<file path="config.mk">
export PLATFORM = sky130hd
export DESIGN_NAME = pipelined_ram_block
export DESIGN_NICKNAME = d
export VERILOG_FILES = /design/src/rtl/pipelined_ram_block.sv
export SDC_FILE = /design/constraint.sdc
export NUM_CORES = 1
export LEC_CHECK = 0
export BUFFER_PORTS_ARGS = -buffer_cell sky130_fd_sc_hd__buf_2
export CAP_MARGIN = 5
export CORE_MARGIN = 2
export CORE_UTILIZATION = 56
export DETAILED_ROUTE_END_ITERATION = 10
export GPL_TIMING_DRIVEN = 0
export PLACE_DENSITY = 0.84
export SLEW_MARGIN = 20
export SYNTH_ARGS = -nofsm -noshare
export SYNTH_HDL_FRONTEND = slang
export SYNTH_SLANG_ARGS = --single-unit
</file>
<file path="constraint.sdc">
create_clock -name clk -period 2.1 [get_ports clk]
set_input_delay 0.315 -clock clk [delete_from_list [all_inputs] [get_ports clk]]
set_output_delay 0.315 -clock clk [all_outputs]
set_load 0.02 [all_outputs]
</file>
<file path="src/rtl/pipelined_ram_block.sv">
// pipelined_ram_block
// Single-clock simple-dual-port RAM used as sample/coefficient storage.
// The input sample loader drives the write side. The convolution datapath
// reads from the read side.
//
// Features:
//   - per-lane byte enables
//   - configurable read latency (1..4) with a read-valid pulse
//   - selectable read-during-write policy
//   - post-reset clear engine that writes INIT_VALUE to every location
//
// Optional feature: define RAM_PARITY_EN to store one even-parity bit per lane.
// The parity is checked on the data leaving the read pipeline.
//
// Ports:
//   clk               rising-edge clock
//   rst               synchronous active-high reset
//   busy_o            high while in reset or while clearing; accesses are ignored
//   write_en_i        write strobe
//   write_addr_i      write address
//   write_be_i        lane enables, bit k covers [k*LANE_WIDTH +: LANE_WIDTH]
//   write_data_i      write data
//   read_en_i         read request
//   read_addr_i       read address
//   read_data_o       registered read data, holds between valid pulses
//   read_valid_o      one-cycle pulse READ_LATENCY cycles after an accepted read
//   read_parity_err_o lane parity mismatch, qualified by read_valid_o

module pipelined_ram_block #(
   parameter int                    DATA_WIDTH     = 8,
   parameter int                    ADDR_WIDTH     = 5,
   parameter int                    LANE_WIDTH     = 8,
   parameter int                    READ_LATENCY   = 1,
   parameter int                    RDW_MODE       = 0,
   parameter int                    CLEAR_ON_RESET = 1,
   parameter logic [DATA_WIDTH-1:0] INIT_VALUE     = '0
) (
   input  logic                                clk,
   input  logic                                rst,
   output logic                                busy_o,
   input  logic                                write_en_i,
   input  logic [ADDR_WIDTH-1:0]               write_addr_i,
   input  logic [DATA_WIDTH/LANE_WIDTH-1:0]    write_be_i,
   input  logic [DATA_WIDTH-1:0]               write_data_i,
   input  logic                                read_en_i,
   input  logic [ADDR_WIDTH-1:0]               read_addr_i,
   output logic [DATA_WIDTH-1:0]               read_data_o,
   output logic                                read_valid_o,
   output logic                                read_parity_err_o
);

   localparam int NUM_LANES = DATA_WIDTH / LANE_WIDTH;
   localparam int DEPTH     = 2 ** ADDR_WIDTH;
`ifdef RAM_PARITY_EN
   localparam int PAR_W     = NUM_LANES;
`else
   localparam int PAR_W     = 0;
`endif
   // Stored word: parity bits (if any) sit above the data bits.
   localparam int SW        = DATA_WIDTH + PAR_W;

   typedef enum logic {S_CLEAR = 1'b0, S_READY = 1'b1} state_t;

   function automatic logic [DATA_WIDTH-1:0] lane_merge(
      input logic [DATA_WIDTH-1:0] old_w,
      input logic [DATA_WIDTH-1:0] new_w,
      input logic [NUM_LANES-1:0]  be
   );
      logic [DATA_WIDTH-1:0] m;
      m = old_w;
      for (int k = 0; k < NUM_LANES; k++) begin
         if (be[k]) m[k*LANE_WIDTH +: LANE_WIDTH] = new_w[k*LANE_WIDTH +: LANE_WIDTH];
      end
      return m;
   endfunction

`ifdef RAM_PARITY_EN
   function automatic logic [NUM_LANES-1:0] lane_parity(input logic [DATA_WIDTH-1:0] d);
      logic [NUM_LANES-1:0] p;
      for (int k = 0; k < NUM_LANES; k++) p[k] = ^d[k*LANE_WIDTH +: LANE_WIDTH];
      return p;
   endfunction
`endif

   // ---------------- control FSM / clear engine ----------------
   state_t                r_state, w_state_nxt;
   logic [ADDR_WIDTH-1:0] r_clr_cnt, w_clr_cnt_nxt;

   always_ff @(posedge clk) begin
      if (rst) begin
         r_state   <= (CLEAR_ON_RESET != 0) ? S_CLEAR : S_READY;
         r_clr_cnt <= '0;
      end else begin
         r_state   <= w_state_nxt;
         r_clr_cnt <= w_clr_cnt_nxt;
      end
   end

   always_comb begin
      w_state_nxt   = r_state;
      w_clr_cnt_nxt = r_clr_cnt;
      if (r_state == S_CLEAR) begin
         w_clr_cnt_nxt = r_clr_cnt + ADDR_WIDTH'(1);
         if (&r_clr_cnt) w_state_nxt = S_READY;
      end
   end

   logic w_ready, w_clr_wr, w_wr_acc, w_rd_acc;

   assign w_ready  = !rst && (r_state == S_READY);
   assign w_clr_wr = !rst && (r_state == S_CLEAR);
   assign w_wr_acc = w_ready && write_en_i;
   assign w_rd_acc = w_ready && read_en_i;
   assign busy_o   = rst || (r_state != S_READY);

   // ---------------- storage ----------------
   logic [SW-1:0]         r_mem [DEPTH];
   logic                  w_mem_we;
   logic [ADDR_WIDTH-1:0] w_mem_waddr;
   logic [NUM_LANES-1:0]  w_mem_be;
   logic [DATA_WIDTH-1:0] w_mem_wdata;

   // Clear writes take priority; user accesses are blocked while clearing anyway.
   assign w_mem_we    = w_clr_wr || w_wr_acc;
   assign w_mem_waddr = w_clr_wr ? r_clr_cnt  : write_addr_i;
   assign w_mem_be    = w_clr_wr ? '1         : write_be_i;
   assign w_mem_wdata = w_clr_wr ? INIT_VALUE : write_data_i;

`ifdef RAM_PARITY_EN
   logic [NUM_LANES-1:0] w_mem_wpar;
   assign w_mem_wpar = lane_parity(w_mem_wdata);
`endif

   always_ff @(posedge clk) begin
      if (w_mem_we) begin
         for (int k = 0; k < NUM_LANES; k++) begin
            if (w_mem_be[k]) begin
               r_mem[w_mem_waddr][k*LANE_WIDTH +: LANE_WIDTH] <= w_mem_wdata[k*LANE_WIDTH +: LANE_WIDTH];
`ifdef RAM_PARITY_EN
               r_mem[w_mem_waddr][DATA_WIDTH+k] <= w_mem_wpar[k];
`endif
            end
         end
      end
   end

   // ---------------- read port: array lookup + optional bypass ----------------
   logic [SW-1:0]         w_rd_old, w_rd_word;
   logic [DATA_WIDTH-1:0] w_byp_data;

   assign w_rd_old   = r_mem[read_addr_i];
   assign w_byp_data = lane_merge(w_rd_old[DATA_WIDTH-1:0], write_data_i, write_be_i);

   // In bypass mode a same-address write in the same cycle is folded into
   // the returned word. Otherwise the array value before the edge is returned.
   always_comb begin
      w_rd_word = w_rd_old;
      if ((RDW_MODE != 0) && w_wr_acc && (write_addr_i == read_addr_i)) begin
         w_rd_word[DATA_WIDTH-1:0] = w_byp_data;
`ifdef RAM_PARITY_EN
         w_rd_word[SW-1:DATA_WIDTH] = lane_parity(w_byp_data);
`endif
      end
   end

   // ---------------- pipeline stages _p0.._p(N-2) ----------------
   logic          w_last_vld;
   logic [SW-1:0] w_last_word;

   generate
      if (READ_LATENCY == 1) begin : g_lat1
         assign w_last_vld  = w_rd_acc;
         assign w_last_word = w_rd_word;
      end else begin : g_latn
         logic [SW-1:0]           r_data_p [READ_LATENCY-1];
         logic [READ_LATENCY-2:0] r_vld_p;

         always_ff @(posedge clk) begin
            if (rst) begin
               r_vld_p <= '0;
            end else begin
               r_vld_p[0] <= w_rd_acc;
               for (int i = 1; i < READ_LATENCY-1; i++) r_vld_p[i] <= r_vld_p[i-1];
            end
         end

         always_ff @(posedge clk) begin
            r_data_p[0] <= w_rd_word;
            for (int i = 1; i < READ_LATENCY-1; i++) r_data_p[i] <= r_data_p[i-1];
         end

         assign w_last_vld  = r_vld_p[READ_LATENCY-2];
         assign w_last_word = r_data_p[READ_LATENCY-2];
      end
   endgenerate

   // ---------------- output register ----------------
   logic [DATA_WIDTH-1:0] r_rd_data;
   logic                  r_rd_vld;

   always_ff @(posedge clk) begin
      if (rst) begin
         r_rd_vld  <= 1'b0;
         r_rd_data <= '0;
      end else begin
         r_rd_vld <= w_last_vld;
         if (w_last_vld) r_rd_data <= w_last_word[DATA_WIDTH-1:0];
      end
   end

   assign read_data_o  = r_rd_data;
   assign read_valid_o = r_rd_vld;

`ifdef RAM_PARITY_EN
   logic r_perr;

   always_ff @(posedge clk) begin
      if (rst) begin
         r_perr <= 1'b0;
      end else if (w_last_vld) begin
         r_perr <= |(lane_parity(w_last_word[DATA_WIDTH-1:0]) ^ w_last_word[SW-1:DATA_WIDTH]);
      end
   end

   assign read_parity_err_o = r_perr;
`else
   assign read_parity_err_o = 1'b0;
`endif

endmodule

</file>
==> results of run 1 <==
==> cells in the final DEF, fill, tap and decap left out, types with 3 or more instances in the layout <==
cell         n
a221oi_1     6
clkbuf_8     7
nor2b_1      7
clkinv_1     3
mux2_2      32
buf_6        8
a22oi_1     14
nand3_1      7
o221ai_1     8
buf_12      14
nor2b_4      5
clkbuf_16   25
nor2b_2      3
buf_2       35
o211ai_1     6
nand3b_1     3
nand2b_1     5
a21oi_1      7
nand2_2      7
nand2_4      4
dfxtp_1     15
nor2_1      11
buf_4       12
clkinv_2     3
nand2_1     12
nor2_4      32
clkbuf_1    14
mux4_2      30
a22o_1       8
edfxtp_1   256
mux2i_1     50
==> flip-flops by register name, summed over array words and instances, names as in the netlist <==
register	flops
read_data_o	8
r_clr_cnt	5
read_valid_o	1
r_mem	256
r_state	1
==> cell families (layout without fill, tap and decap cells) <==
kind of cell | Yosys count | after routing
compound gates | 65 | 65
xor+xnor | 3 | 3
fa+ha+maj | 2 | 2
buf+inv | 33 | 129
flops | 271 | 271
mux | 116 | 116
other cells | 1 | 1
simple gates | 101 | 101
==> timing repair <==
item | in CTS | in global routing
pin swaps | 14 | 10
setup buffers | 11 | 6
endpoints found under the hold margin | 0 | 0
endpoints found under the setup margin | 512 | 240
resized for setup | 89 | 8
==> report_power, final <==
part	switching (uW)	internal (uW)
Sequential	18.9	5960
Clock	1860	2550
Combinational	464	273
==> layer usage <==
metal,wire length (um),vias to the layer above,track usage
met1,9230,3008,0.314
met2,12500,323,0.415
li1,-,2531,-
met4,666,0,0.0839
met3,1940,54,0.0423
met5,0,-,0
==> worst max path at each step <==
stage | start | slack [ns] | end | cells after the start
6_report | r_state | 0.02 | r_mem[31][4] | 5
5_1_grt | r_state | -0.05 | r_mem[25][7] | 6
4_1_cts | r_state | 0.05 | r_mem[15][5] | 5
3_5_place_dp | rst | -1.18 | r_mem[1][5] | 8
3_3_place_gp | rst | -1.21 | r_mem[1][6] | 5
2_1_floorplan | r_state | -0.03 | r_mem[16][0] | 7
==> layout make-up <==
type	instances	area, um2
plain buffers	31	213
clock buffers	38	744
well taps	260	325
flip-flops and latches	271	7990
clock inverters	7	56.3
inverters	2	7.51
multi-input cells	288	2990
repair buffers	51	498
fillers	1145	6010
==> worst reg2reg max path, cell delays in order, from the launching register on <==
cell and delay, ns:
dfxtp_1 0.42, nor2_2 0.09, buf_6 0.16, o21ai_0 0.48, nand2_2 0.27, nor2_4 0.34
==> per-stage QoR <==
stage          utilization  worst slack, ns
2_1_floorplan            -          -0.0291
3_3_place_gp         0.599            -1.21
3_5_place_dp         0.605            -1.18
4_1_cts              0.674           0.0459
5_1_grt              0.681          -0.0475
6_report             0.681           0.0185
==> impl_metrics.py, run 1 <==
metrics = {
    "outcome": {
        "status": "complete, no violations",
    },
    "worst_setup_path": {
        "cp_cell_sequence": "nor2_2, buf_6, o21ai_0, nand2_2, nor2_4",
        "path_max_fanout": 10,
        "arrival_ns": 2.28,
        "reg2reg_from": "r_state",
        "critPathTopFamily": "simple AND/OR/NAND/NOR gates",
        "critPathCaptureType": "flip-flop",
        "reg2reg_depth": 5,
        "path_buf_inv": 1,
        "crit_path_start_kind": "flip-flop",
        "required_ns": 2.29,
        "ff2ff_setup_slack_ns": 0.02,
        "critical_path_class": "flip-flop to flip-flop",
        "r2r-end": "r_mem[31][4]",
        "crit_slowest_cell": "o21ai_0",
        "slowest_delay_ns": 0.48,
    },
    "drt": {
        "drtAntennaViolNets": 0,
        "firstDrtPassIters": 5,
        "drt_iter0_drc": 704,
        "post_drt_wl_per_cell_um": 25.7,
        "wl_um": 24300,
        "routed_via_density": 6.24,
        "drc_errors": 0,
        "vias": 5916,
    },
    "clocking": {
        "clk_latency_ns": 0.52,
        "cts_hold_buf": 0,
        "cts_tree": "done",
        "clkSinkCount": 271,
        "h-tree-depth": 1,
        "cts_buffers": 25,
        "clockBufferDepth": 3,
        "cts_root_buf": "clkbuf_16",
        "path_clk_slew_ns": 0.06,
    },
    "timing": {
        "drv_slew": 0,
        "finalSetupViolCount": 0,
        "finalCritPeriodShare": 0.991,
        "finClkSkew_ns": 0.0117,
        "totalNegativeSetupSlack_ns": 0,
        "holdWs_ns": 0.318,
        "fmax_mhz": 480,
        "finalCriticalPeriod_ns": 2.08,
        "relSlewSlack": 0.350,
        "tightest_slew_ns": 0.975,
        "hold_viol_final": 0,
    },
    "synthesis": {
        "ys_top_cells_by_count": "edfxtp_1, mux2i_1, nor2_1",
        "synth_compound_area_frac": 0.0460,
        "ys_seq_area_frac": 0.739,
        "syn-cell-area_um2": 10800,
        "synthSimpleGateAreaFrac": 0.0425,
        "syn-num-nets": 617,
        "synth_mux_area_frac": 0.149,
        "synth-seq-cells": 271,
        "synth_xor_area_frac": 0.00243,
        "synthDistinctLibCells": 39,
        "avgSynthCellArea_um2": 18.3,
        "yosysTopAreaCellShare": 0.711,
        "yosys_most_used_dff": "edfxtp_1",
        "ys_top_cells_by_area": "edfxtp_1, mux4_2, mux2i_1",
        "yosysMostFrequentCell": "edfxtp_1",
        "synth_edf_count": 256,
        "synthAdderAreaFrac": 0.00232,
        "async_flop_share": 0,
        "synth_top_family_by_area": "multiplexers",
        "synthCells": 592,
        "synth_top_area_cell": "edfxtp_1",
        "ys_warn_count": 0,
    },
    "hold_path": {
        "min_path_cells": 3,
        "hold_path_end": "r_clr_cnt[1]",
        "min_from": "rst",
        "worstHoldPathType": "input pin to flip-flop",
    },
    "global_route": {
        "antenna_found_initial": 0,
        "grt_pass1_wl_um": 35800,
        "grt_pass1_vias": 6137,
        "track_usage": 0.242,
        "grt.overflow.total": 0,
        "grt_max_degree": 33,
    },
    "pwr": {
        "finalPower_uw": 11100,
        "power_density_nw_per_um2": 869,
        "ir_drop_mv": 0.699,
        "leakage_uw": 0.00430,
    },
    "placed_design": {
        "dp_cells": 886,
        "portBuffers": 30,
        "gp_congestion": 0.825,
        "placedInstanceArea_um2": 11400,
        "hpwlAfterDp_um": 15100,
    },
    "die": {
        "ioPinCount": 34,
        "placementRows": 50,
        "die_h_um": 143,
        "die_w_um": 143,
        "dieArea_um2": 20400,
        "start_util": 0.574,
        "coreArea_um2": 18800,
    },
    "cells_and_area": {
        "diodes": 0,
        "nets": 695,
        "stdcell_area_um2": 12800,
        "layout.cells.non_filler": 948,
        "area_growth_pct": 18.6,
        "drive_gt1_frac": 0.331,
    },
    "job": {
        "max-cap-violations": 0,
    },
}
No activity file was read; power rests on OpenSTA's default activity.
==> run 2: changes to the inputs <==
--- a/config.mk
+++ b/config.mk
@@ -8,10 +8,10 @@
 export BUFFER_PORTS_ARGS = -buffer_cell sky130_fd_sc_hd__buf_2
 export CAP_MARGIN = 5
 export CORE_MARGIN = 2
-export CORE_UTILIZATION = 56
+export CORE_UTILIZATION = 63
 export DETAILED_ROUTE_END_ITERATION = 10
 export GPL_TIMING_DRIVEN = 0
-export PLACE_DENSITY = 0.84
+export PLACE_DENSITY = 0.81
 export SLEW_MARGIN = 20
 export SYNTH_ARGS = -nofsm -noshare
 export SYNTH_HDL_FRONTEND = slang
==> constraint.sdc (replaced) <==
create_clock -name clk -period 2.6 [get_ports clk]
set_input_delay 0.39 -clock clk [delete_from_list [all_inputs] [get_ports clk]]
set_output_delay 0.39 -clock clk [all_outputs]
set_load 0.02 [all_outputs]
==> run 2 against run 1 <==
- via count down 1.1%
- clock power down 26%
- die area down 11%
- non-clock buffer count down 18
- clock skew down 0.00090 ns
- sequential cell count unchanged
- maximum frequency down 18%
- count of clock-buffer cells in the layout unchanged
- core utilization up 4.6 points
- routed wire length down 3.3%
- design area down 5.3%
- critical endpoint is now r_mem[5][4]
- largest cell class unchanged
- highest routed layer unchanged
==> impl_metrics.py, run 2 (synthesized netlist as in run 1, its figures left out) <==
metrics = {
    "outcome": {
        "status": "complete, no violations",
    },
    "cells_and_area": {
        "stdcell_area_um2": 12100,
        "nets": 677,
        "nFillCells": 955,
        "multiInputGateArea_um2": 2770,
        "seqCellArea_um2": 7990,
        "diodes": 0,
        "largest_reg_flops": 256,
        "final_cell_mix": "edfxtp_1, mux2i_1, buf_2, mux2_2, mux4_2",
        "layout_commonest_cell": "edfxtp_1",
        "largest_register": "r_mem",
        "area_growth_pct": 12.4,
        "drive_gt1_frac": 0.269,
        "fin_util": 0.727,
    },
    "placed_design": {
        "gp_congestion": 0.929,
        "placedInstanceArea_um2": 11300,
        "hpwlAfterDp_um": 15100,
        "portBuffers": 30,
        "dp_slack_ns": -0.717,
    },
    "timing": {
        "fmax_mhz": 392,
        "tightest_slew_ns": 0.986,
        "setup_slack_ns": 0.0483,
        "finalCritPeriodShare": 0.981,
        "holdWs_ns": 0.353,
        "finClkSkew_ns": 0.0108,
        "rsz0062_at_grt": "true",
        "drv_slew": 0,
        "relSlewSlack": 0.343,
        "hold_viol_final": 0,
        "finalSetupViolCount": 0,
        "finalCriticalPeriod_ns": 2.55,
    },
    "worst_setup_path": {
        "cp-endpoint": "r_mem[5][4]",
        "critPathCaptureType": "flip-flop",
        "path_depth": 5,
        "crit_slowest_cell": "nor2_1",
        "reg2reg_depth": 5,
        "critPathLaunch": "r_state",
        "r2r-end": "r_mem[5][4]",
        "path_max_fanout": 10,
        "cp_cell_sequence": "buf_1, a41oi_1, nor2_1, nand2_1, nor2_1",
        "ff2ff_setup_slack_ns": 0.05,
        "slowest_delay_ns": 0.71,
        "required_ns": 2.74,
        "path_common_cell": "nor2_1",
        "critical_path_class": "flip-flop to flip-flop",
        "reg2reg_from": "r_state",
        "path_buf_inv": 1,
        "arrival_ns": 2.69,
        "crit_path_start_kind": "flip-flop",
        "critPathTopFamily": "simple AND/OR/NAND/NOR gates",
    },
    "global_route": {
        "antenna_found_initial": 0,
        "track_usage": 0.264,
        "grt_pass1_vias": 5822,
        "grt_max_degree": 33,
        "grt.overflow.total": 0,
        "grt_pass1_wl_um": 35100,
    },
    "die": {
        "placementRows": 47,
        "coreArea_um2": 16700,
        "ioPinCount": 34,
        "die_w_um": 135,
        "dieArea_um2": 18200,
        "start_util": 0.647,
        "die_h_um": 135,
    },
    "pwr": {
        "power_density_nw_per_um2": 712,
        "finalPower_uw": 8640,
        "ir_drop_mv": 0.581,
        "leakage_uw": 0.00407,
    },
    "clocking": {
        "cts_root_buf": "clkbuf_16",
        "clk_latency_ns": 0.51,
        "h-tree-depth": 1,
        "clkSinkCount": 271,
        "path_clk_slew_ns": 0.06,
        "cts_tree": "done",
        "cts_buffers": 25,
        "clockBufferDepth": 3,
    },
    "drt": {
        "firstDrtPassIters": 5,
        "drc_errors": 0,
        "wl_um": 23500,
        "drtAntennaViolNets": 0,
        "post_drt_wl_per_cell_um": 26.4,
        "vias": 5850,
        "drt_iter0_drc": 660,
        "routed_via_density": 6.57,
    },
    "hold_path": {
        "worstHoldPathType": "input pin to flip-flop",
    },
    "job": {
        "max-cap-violations": 0,
    },
}
[run 2: power by group]
group,switching [uW],internal [uW]
registers,15.3,4820
clock network,1460,1830
logic,337,187
total,1810,6830
[run 2: metrics by stage]
stage / setup TNS, ns / instances
after global placement: -118.38 / 842
after detailed placement: -51.93 / 845
after floorplan: 0 / 592
final: 0 / 890
after global routing: -2.52 / 890
after CTS: -3.66 / 890
[run 2: worst register-to-register path: cells and delay by family, from the launching register on]
kind / cells / cell delay (ns)
AOI/OAI and AO/OA: 1 / 0.18
buffers and inverters: 1 / 0.39
DFF: 1 / 0.38
and+or+nand+nor: 3 / 1.22
[run 2: layer usage]
metal  vias to the layer above  global-route usage  wire length (um)
li1                       2499                   -                 -
met5                         -                   0                 0
met1                      2942               0.367              9000
met2                       344               0.430             11500
met3                        65              0.0495              2170
met4                         0              0.0932               849
[run 2: how the worst min path moves through the flow]
stage | cells past startpoint | from | to
6_report | 3 | rst | r_clr_cnt[3]
5_1_grt | 4 | read_addr_i[4] | read_data_o[7]
4_1_cts | 3 | rst | r_clr_cnt[3]
3_5_place_dp | 1 | read_data_o[6] | read_data_o[6]
3_3_place_gp | 1 | read_data_o[5] | read_data_o[5]
2_1_floorplan | 2 | r_clr_cnt[4] | r_clr_cnt[4]
[run 2: area by class of cell]
type                            count  share of cell area
Buffer                             31              0.0161
Clock buffer                       38              0.0572
Clock inverter                      7             0.00227
Inverter                            2            0.000618
Multi-Input combinational cell    288               0.228
Sequential cell                   271               0.658
Tap cell                          220              0.0227
Timing Repair Buffer               33              0.0155
[run 2: what timing repair did]
action                                  CTS  global route
gates resized for setup                  10            29
buffers inserted                          0             0
endpoints found under the setup margin  121           224
hold buffers                              0             0
endpoints found under the hold margin     0             0
cloned                                    0             0
